==> src/rtl/mem_arbiter.sv <==
// mem_arbiter: shares one SRAM256x16 port between the CPU and a host port.
// The CPU has fixed priority; a streak counter forces a host slot after
// MAX_CPU_BURST consecutive CPU grants made while the host was waiting.
// Every access is an IDLE -> ACCESS pair, so at most one access per two cycles.
module mem_arbiter #(
    parameter int MAX_CPU_BURST = 4
) (
    input  logic        clock,
    input  logic        reset,
    input  logic        cpu_req,
    input  logic        cpu_we,
    input  logic [0:7]  cpu_addr,
    input  logic [0:15] cpu_wdata,
    output logic        cpu_ack,
    output logic        cpu_rvalid,
    output logic [0:15] cpu_rdata,
    input  logic        host_req,
    input  logic        host_we,
    input  logic [0:7]  host_addr,
    input  logic [0:15] host_wdata,
    output logic        host_ack,
    output logic        host_rvalid,
    output logic [0:15] host_rdata,
    output logic [0:7]  sram_addr,
    output logic        sram_csb,
    output logic        sram_web,
    output logic [0:15] sram_wdata,
    input  logic [0:15] sram_rdata,
    output logic        owner,
    output logic        busy
);

    typedef enum logic {
        IDLE   = 1'b0,
        ACCESS = 1'b1
    } state_t;

    localparam logic [3:0] BURST_LIMIT = 4'(MAX_CPU_BURST);

    state_t     state;
    logic       we_latched;
    logic [3:0] streak;
    logic       host_wins;

    // The host wins when it is the only requester, or when the CPU has
    // used up its allowed streak while the host was waiting.
    always_comb begin
        host_wins = host_req && (!cpu_req || (streak == BURST_LIMIT));
    end

    // Arbitration FSM: every SRAM pin, strobe and the streak counter are
    // registered here so the SRAM sees clean, glitch-free controls.
    always_ff @(posedge clock) begin
        if (reset) begin
            state       <= IDLE;
            we_latched  <= 1'b0;
            streak      <= 4'd0;
            owner       <= 1'b0;
            cpu_ack     <= 1'b0;
            host_ack    <= 1'b0;
            cpu_rvalid  <= 1'b0;
            host_rvalid <= 1'b0;
            sram_csb    <= 1'b1;
            sram_web    <= 1'b1;
            sram_addr   <= '0;
            sram_wdata  <= '0;
        end else begin
            cpu_ack     <= 1'b0;
            host_ack    <= 1'b0;
            cpu_rvalid  <= 1'b0;
            host_rvalid <= 1'b0;
            case (state)
                IDLE: begin
                    if (cpu_req || host_req) begin
                        state    <= ACCESS;
                        owner    <= host_wins;
                        sram_csb <= 1'b0;
                        if (host_wins) begin
                            we_latched <= host_we;
                            sram_web   <= !host_we;
                            sram_addr  <= host_addr;
                            sram_wdata <= host_wdata;
                            host_ack   <= 1'b1;
                        end else begin
                            we_latched <= cpu_we;
                            sram_web   <= !cpu_we;
                            sram_addr  <= cpu_addr;
                            sram_wdata <= cpu_wdata;
                            cpu_ack    <= 1'b1;
                        end
                    end
                    // A host grant or an idle cycle without a waiting host
                    // ends the streak; CPU grants over a waiting host extend it.
                    if (host_wins || !host_req) begin
                        streak <= 4'd0;
                    end else if (cpu_req && (streak < BURST_LIMIT)) begin
                        streak <= streak + 4'd1;
                    end
                end
                ACCESS: begin
                    state    <= IDLE;
                    sram_csb <= 1'b1;
                    sram_web <= 1'b1;
                    if (!we_latched) begin
                        cpu_rvalid  <= !owner;
                        host_rvalid <= owner;
                    end
                end
                default: begin
                    state <= IDLE;
                end
            endcase
        end
    end

    assign busy       = (state == ACCESS);
    assign cpu_rdata  = sram_rdata;
    assign host_rdata = sram_rdata;

endmodule

==> config.mk <==
export PLATFORM = sky130hd
export DESIGN_NAME = mem_arbiter
export DESIGN_NICKNAME = d
export VERILOG_FILES = /design/src/rtl/mem_arbiter.sv
export SDC_FILE = /design/constraint.sdc
export NUM_CORES = 1
export LEC_CHECK = 0
export ABC_AREA = 1
export ABC_CLOCK_PERIOD_IN_PS = 1600
export CORE_MARGIN = 8
export CORE_UTILIZATION = 36
export DETAILED_ROUTE_END_ITERATION = 7
export GPL_TIMING_DRIVEN = 0
export PLACE_DENSITY = 0.8
export SLEW_MARGIN = 10
export SYNTH_ARGS = -nofsm -noshare
export SYNTH_HDL_FRONTEND = slang
export SYNTH_SLANG_ARGS = --single-unit
==> constraint.sdc <==
create_clock -name clock -period 1.6 [get_ports clock]
set_input_delay 0.4 -clock clock [delete_from_list [all_inputs] [get_ports clock]]
set_output_delay 0.4 -clock clock [all_outputs]
set_load 0.02 [all_outputs]
# ---- After elaboration in Yosys (flattened, before gate mapping)
# Index checks and enable logic that the tools add are counted.
dict set report classes {
  n_addsub 1
  mul 0
  div_mod_pow 0
  order_cmp 1
  n_eq_ne 2
  shifts 0
  n_mux 14
  n_bitwise 2
  reduce_logical 15
}
# cell n
set op_table {}
lappend op_table {{$mux W16} 1}
lappend op_table {{$mux W4} 2}
lappend op_table {{$mux W8} 1}
lappend op_table {{$mux W1} 7}
lappend op_table {{$pmux W1 S2} 3}
lappend op_table {{$reduce_or A3 Y1} 2}
lappend op_table {{$logic_not A1 Y1} 5}
lappend op_table {{$add A4 B1 Y4 const B} 1}
lappend op_table {{$eq A4 B3 Y1 const B} 1}
lappend op_table {{$lt A4 B3 Y1 const B} 1}
lappend op_table {{$reduce_and A2 Y1} 2}
lappend op_table {{$logic_or A1 B1 Y1} 3}
lappend op_table {{$logic_and A1 B1 Y1} 2}
lappend op_table {{$ne A2 B2 Y1 const B} 1}
lappend op_table {{$not A1 Y1} 2}
lappend op_table {{$reduce_bool A2 Y1} 1}
dict set report totals {
  ff_bits 37
  latch_bits 0
  ram_bits 0
  rom_bits 0
  input_bits 70
  out_inout_bits 64
  memories 0
}

# ---- Longest topological paths before layout
# Gate-level depths: netlist of the first run.
dict set report depth {
  depth_word 6
  ltp_mapped 10
  depth_no_buf 9
}

# ---- Worst setup path after synthesis of the first run
# No wires, ideal clock.
dict set report synth_path {
  path_type {flip-flop to flip-flop}
  from {reg streak[0]}
  to {reg we_latched}
  setup_ns 0.115
  arrival_ns 1.165
  required_ns 1.485
  slack_ns 0.320
  path_stages_with_launch 10
  path_buffers 1
  path_cell_list {dfxtp_1 -> inv_1 -> ha_1 -> nand3_2 -> nand2_1 -> buf_4 -> nand2_1 -> nand2_1 -> nand3_1 -> nand2_1}
}
dict set report synth_via {
  elab_chain_len 4
}
# item line_no
set synth_rtl {}
lappend synth_rtl {{from (decl)} 42} ;# logic [3:0] streak;
lappend synth_rtl {{from (signal assigned)} 97} ;# streak <= streak + 4'd1;
lappend synth_rtl {{$eq A4 B3 Y1} 48} ;# host_wins = host_req && (!cpu_req || (streak == BURST_LIMIT));
lappend synth_rtl {{$logic_or A1 B1 Y1} 48}
lappend synth_rtl {{$logic_and A1 B1 Y1} 48}
lappend synth_rtl {{$mux W1} 78} ;# if (host_wins) begin
lappend synth_rtl {{to (signal assigned)} 79} ;# we_latched <= host_we;
lappend synth_rtl {{to (signal assigned)} 85} ;# we_latched <= cpu_we;
lappend synth_rtl {{to (decl)} 41} ;# logic we_latched;
# No other way between the ends.
# A chain may end at the register's enable or synchronous reset.

# ---- Worst setup path in the final report of the first run
dict set report layout_path {
  from {reg state (netlist: busy)}
  to {out busy}
}
# item line_no
set layout_rtl {}
lappend layout_rtl {{from (decl)} 40} ;# state_t state;
lappend layout_rtl {{from (signal assigned)} 55} ;# state <= IDLE;
lappend layout_rtl {{from (signal assigned)} 75} ;# state <= ACCESS;
lappend layout_rtl {{from (signal assigned)} 101} ;# state <= IDLE;
lappend layout_rtl {{to (decl)} 30} ;# output logic busy
# No word-level cell between the ends.

==> results.py, run 1 <==
metrics = {
    "logic_synthesis": {
        "synth_top_family_by_area": "simple AND/OR/NAND/NOR gates",
        "yosys.area.top_type_share": 0.361,
        "yosys.area_share.simple": 0.280,
        "seq_area_frac_synth": 0.361,
        "synth-compound-area-share": 0.150,
        "async_flop_share": 0,
        "synthTopCellsByArea": "dfxtp_1 36%, buf_4 12%, nor2_1 10%",
        "yosys_warnings": 0,
        "synth_fa_ha_area_frac": 0.0122,
        "synth_flop_cell": "dfxtp_1",
        "synth_nets": 359,
        "ys_types": 21,
        "netlist_area_mm2": 0.00205,
        "synth_top_cell_by_area": "dfxtp_1",
        "yosysMostFrequentCell": "nor2_1",
        "synth.avg_cell_area_um2": 7.15,
        "synth_edf_count": 0,
        "synth_seq_cells": 37,
        "yosys-top-cells-count": "55 x nor2_1, 38 x nand2_1, 37 x dfxtp_1",
        "netlist_instances": 287,
        "muxShareOfSynthArea": 0,
        "synth-xor-area-share": 0.00427,
    },
    "clock_tree": {
        "cts_hold_buffers": 0,
        "cts_root_buffer": "clkbuf_8",
        "clock_latency_ns": 0.29,
        "cts-buffers-inserted": 5,
        "cts_max_level": 2,
        "clock_sinks": 37,
        "cts_buffer_depth": 2,
        "cts_tree": "built",
        "clk_pin_slew_ns": 0.07,
    },
    "sta": {
        "fin_crit_sh": 0.922,
        "timing.hold.ws_ns": 0.457,
        "hold_violations": 0,
        "relSlewSlack": 0.697,
        "fmax_mhz": 678,
        "skew_ns": 0.00629,
        "tightestPinTransition_ns": 0.455,
        "setup_violations": 0,
        "drv_slew": 0,
        "period_needed_ns": 1.47,
    },
    "floorplanning": {
        "core_area_mm2": 0.00551,
        "fp.dieH_um": 91.5,
        "dieWidth_um": 91.5,
        "dieArea_mm2": 0.00838,
        "rows": 27,
        "start_util": 0.373,
        "pin_count": 134,
    },
    "worst_setup_path": {
        "reg2reg_to": "sram_wdata[5]$_SDFFE_PP0P_",
        "crit_slowest_cell": "dfxtp_1",
        "cp_max_fo": 4,
        "cpPeakStageDelay_ns": 0.42,
        "critPathKind": "flip-flop to output pin",
        "rr_startpoint": "streak[0]$_SDFFE_PP0P_",
        "worstPathArrival_ns": 1.07,
        "critical_path.endpoint": "busy",
        "crit_chain": "dlygate4sd2_1",
        "rr_worst_depth": 9,
        "end_kind": "output pin",
        "path_depth": 1,
        "cp_num_buf_inv": 1,
        "rrSetupSlack_ns": 0.13,
        "critical_path.top_delay_family": "flip-flops",
        "startpoint": "busy$_SDFF_PP0_",
        "startpoint_type": "flip-flop",
        "required_ns": 1.20,
    },
    "worst_hold_path": {
        "hold_path.class": "flip-flop to flip-flop",
    },
    "global_routing": {
        "antenna_found_initial": 0,
        "grt_overflow": 0,
        "grt_util_all_layers": 0.160,
        "first_global_vias": 2334,
        "grt_pass1_wl_mm": 11.1,
        "grt_max_degree": 12,
    },
    "place": {
        "portBuffers": 116,
        "hpwl_mm": 5.48,
        "gp_congestion": 0.759,
    },
    "finish": {
        "regMostFlops": "sram_wdata",
        "reg_top3": "sram_wdata (16), sram_addr (8), streak (4)",
        "fillers": 525,
        "finalNetCount": 482,
        "largest_register_ffs": 16,
        "diodes": 0,
        "area_delta_synth_final_pct": 65.8,
        "drive_gt1_frac": 0.141,
    },
    "power_and_ir_drop": {
        "leakage_nw": 1.63,
        "total_power_mw": 2.71,
        "p_per_area_mw_per_mm2": 798,
        "peakVddDrop_v": 0.000431,
    },
    "routing": {
        "drt-pass1-iter-count": 5,
        "vias": 2268,
        "drc": 0,
        "wirelength_mm": 6.89,
        "wl_per_cell_um": 14.3,
        "viasPerCell": 4.70,
        "drt_iter0_markers": 79,
        "antenna_left": 0,
    },
    "run": {
        "cap_violations": 0,
    },
    "status": {
        "status": "complete, no violations",
    },
}
through the flow:
step           utilization  area [µm²]  setup TNS (ns)  std cells  worst slack (ns)
3_5_place_dp         0.600        3300           -5.80        475            -0.260
2_1_floorplan            -        2050               0        287             0.320
3_3_place_gp         0.600        3300           -5.42        475            -0.256
5_1_grt              0.618        3400         -0.0147        483           -0.0147
4_1_cts              0.614        3380               0        483          0.000749
6_report             0.618        3400               0        483             0.126
layout make-up:
class / instances / area (µm²) / share of cell area
Clock buffer: 7 / 86.3 / 0.0254
Timing Repair Buffer: 116 / 1130 / 0.332
Inverter: 13 / 48.8 / 0.0143
Tap cell: 72 / 90.1 / 0.0265
Multi-Input combinational cell: 186 / 918 / 0.270
Sequential cell: 37 / 741 / 0.218
Buffer: 51 / 358 / 0.105
Clock inverter: 1 / 30.0 / 0.00882
report_power, final:
group          total [mW]  switching, mW  leakage (nW)  internal (mW)
combinational       0.837          0.419          1.27          0.418
sequential           1.04         0.0381         0.306          0.999
clock               0.841          0.333        0.0585          0.508
total                2.71          0.790          1.63           1.92
cells by family (layout without fill, tap and decap cells):
| kind of cell | after synthesis | count (layout) |
|---|---|---|
| AO/OA/AOI/OAI | 50 | 50 |
| XOR/XNOR | 1 | 1 |
| adder cells (fa/ha/maj) | 2 | 2 |
| buffers and inverters | 64 | 188 |
| flip-flops | 37 | 37 |
| AND/OR/NAND/NOR | 133 | 133 |
worst min-delay path by stage:
| stage | slack [ns] | to | from | cells past startpoint |
|---|---|---|---|---|
| final | 0.46 | sram_csb$_SDFFE_PP1P_ | sram_csb$_SDFFE_PP1P_ | 2 |
| after global routing | 0.48 | streak[3]$_SDFFE_PP0P_ | streak[3]$_SDFFE_PP0P_ | 2 |
| after CTS | 0.46 | sram_csb$_SDFFE_PP1P_ | sram_csb$_SDFFE_PP1P_ | 2 |
| after detailed placement | 0.45 | sram_csb$_SDFFE_PP1P_ | sram_csb$_SDFFE_PP1P_ | 2 |
| after global placement | 0.43 | sram_csb$_SDFFE_PP1P_ | sram_csb$_SDFFE_PP1P_ | 2 |
| after floorplan | 0.44 | streak[3]$_SDFFE_PP0P_ | streak[3]$_SDFFE_PP0P_ | 2 |
worst min-delay path, cell delays in order (launching register included):
cell and delay (ns):
dfxtp_1 0.32, nand2_1 0.06, nand2_1 0.04
routing by layer:
layer	vias up	track usage	wire length (µm)
li1	1134	-	-
met1	1019	0.163	2720
met2	104	0.284	3360
met3	11	0.0650	681
met4	0	0.0668	131
met5	-	0	0
what timing repair did:
item                       in CTS  in global routing
setup endpoints to repair      30                 18
gates resized for setup        30                 14
setup buffers                   0                  0
hold endpoints to repair        0                  0
layout by cell type, fill, tap and decap left out:
cell and instances:
nand2_1 37, dlygate4sd2_1 30, clkbuf_8 6, o21ai_1 4
nand3_1 33, buf_4 36, clkbuf_1 6, buf_2 5
nand2_2 1, a21boi_0 18, a21oi_1 3, dfxtp_1 37
nand3_2 1, nor2_1 55, dlymetal6s2s_1 3, inv_1 13
nand3b_1 2, bufinv_16 1, ha_1 2, xor2_1 1
or2_2 1, clkdlybuf4s50_1 83, a21boi_1 5, nand4_1 1
o21ai_0 20, buf_6 3, clkbuf_2 2, nor2_4 2
(Power assumes the default switching activity.)
==> run 2, diff against run 1 <==
--- a/config.mk
+++ b/config.mk
@@ -9,6 +9,7 @@
 export ABC_CLOCK_PERIOD_IN_PS = 1600
 export CORE_MARGIN = 8
 export CORE_UTILIZATION = 36
+export CTS_CLUSTER_SIZE = 14
 export DETAILED_ROUTE_END_ITERATION = 7
 export GPL_TIMING_DRIVEN = 0
 export PLACE_DENSITY = 0.8
==> results of run 2 <==
Same layout as run 1: the final DEF is identical, and so are final timing and power.
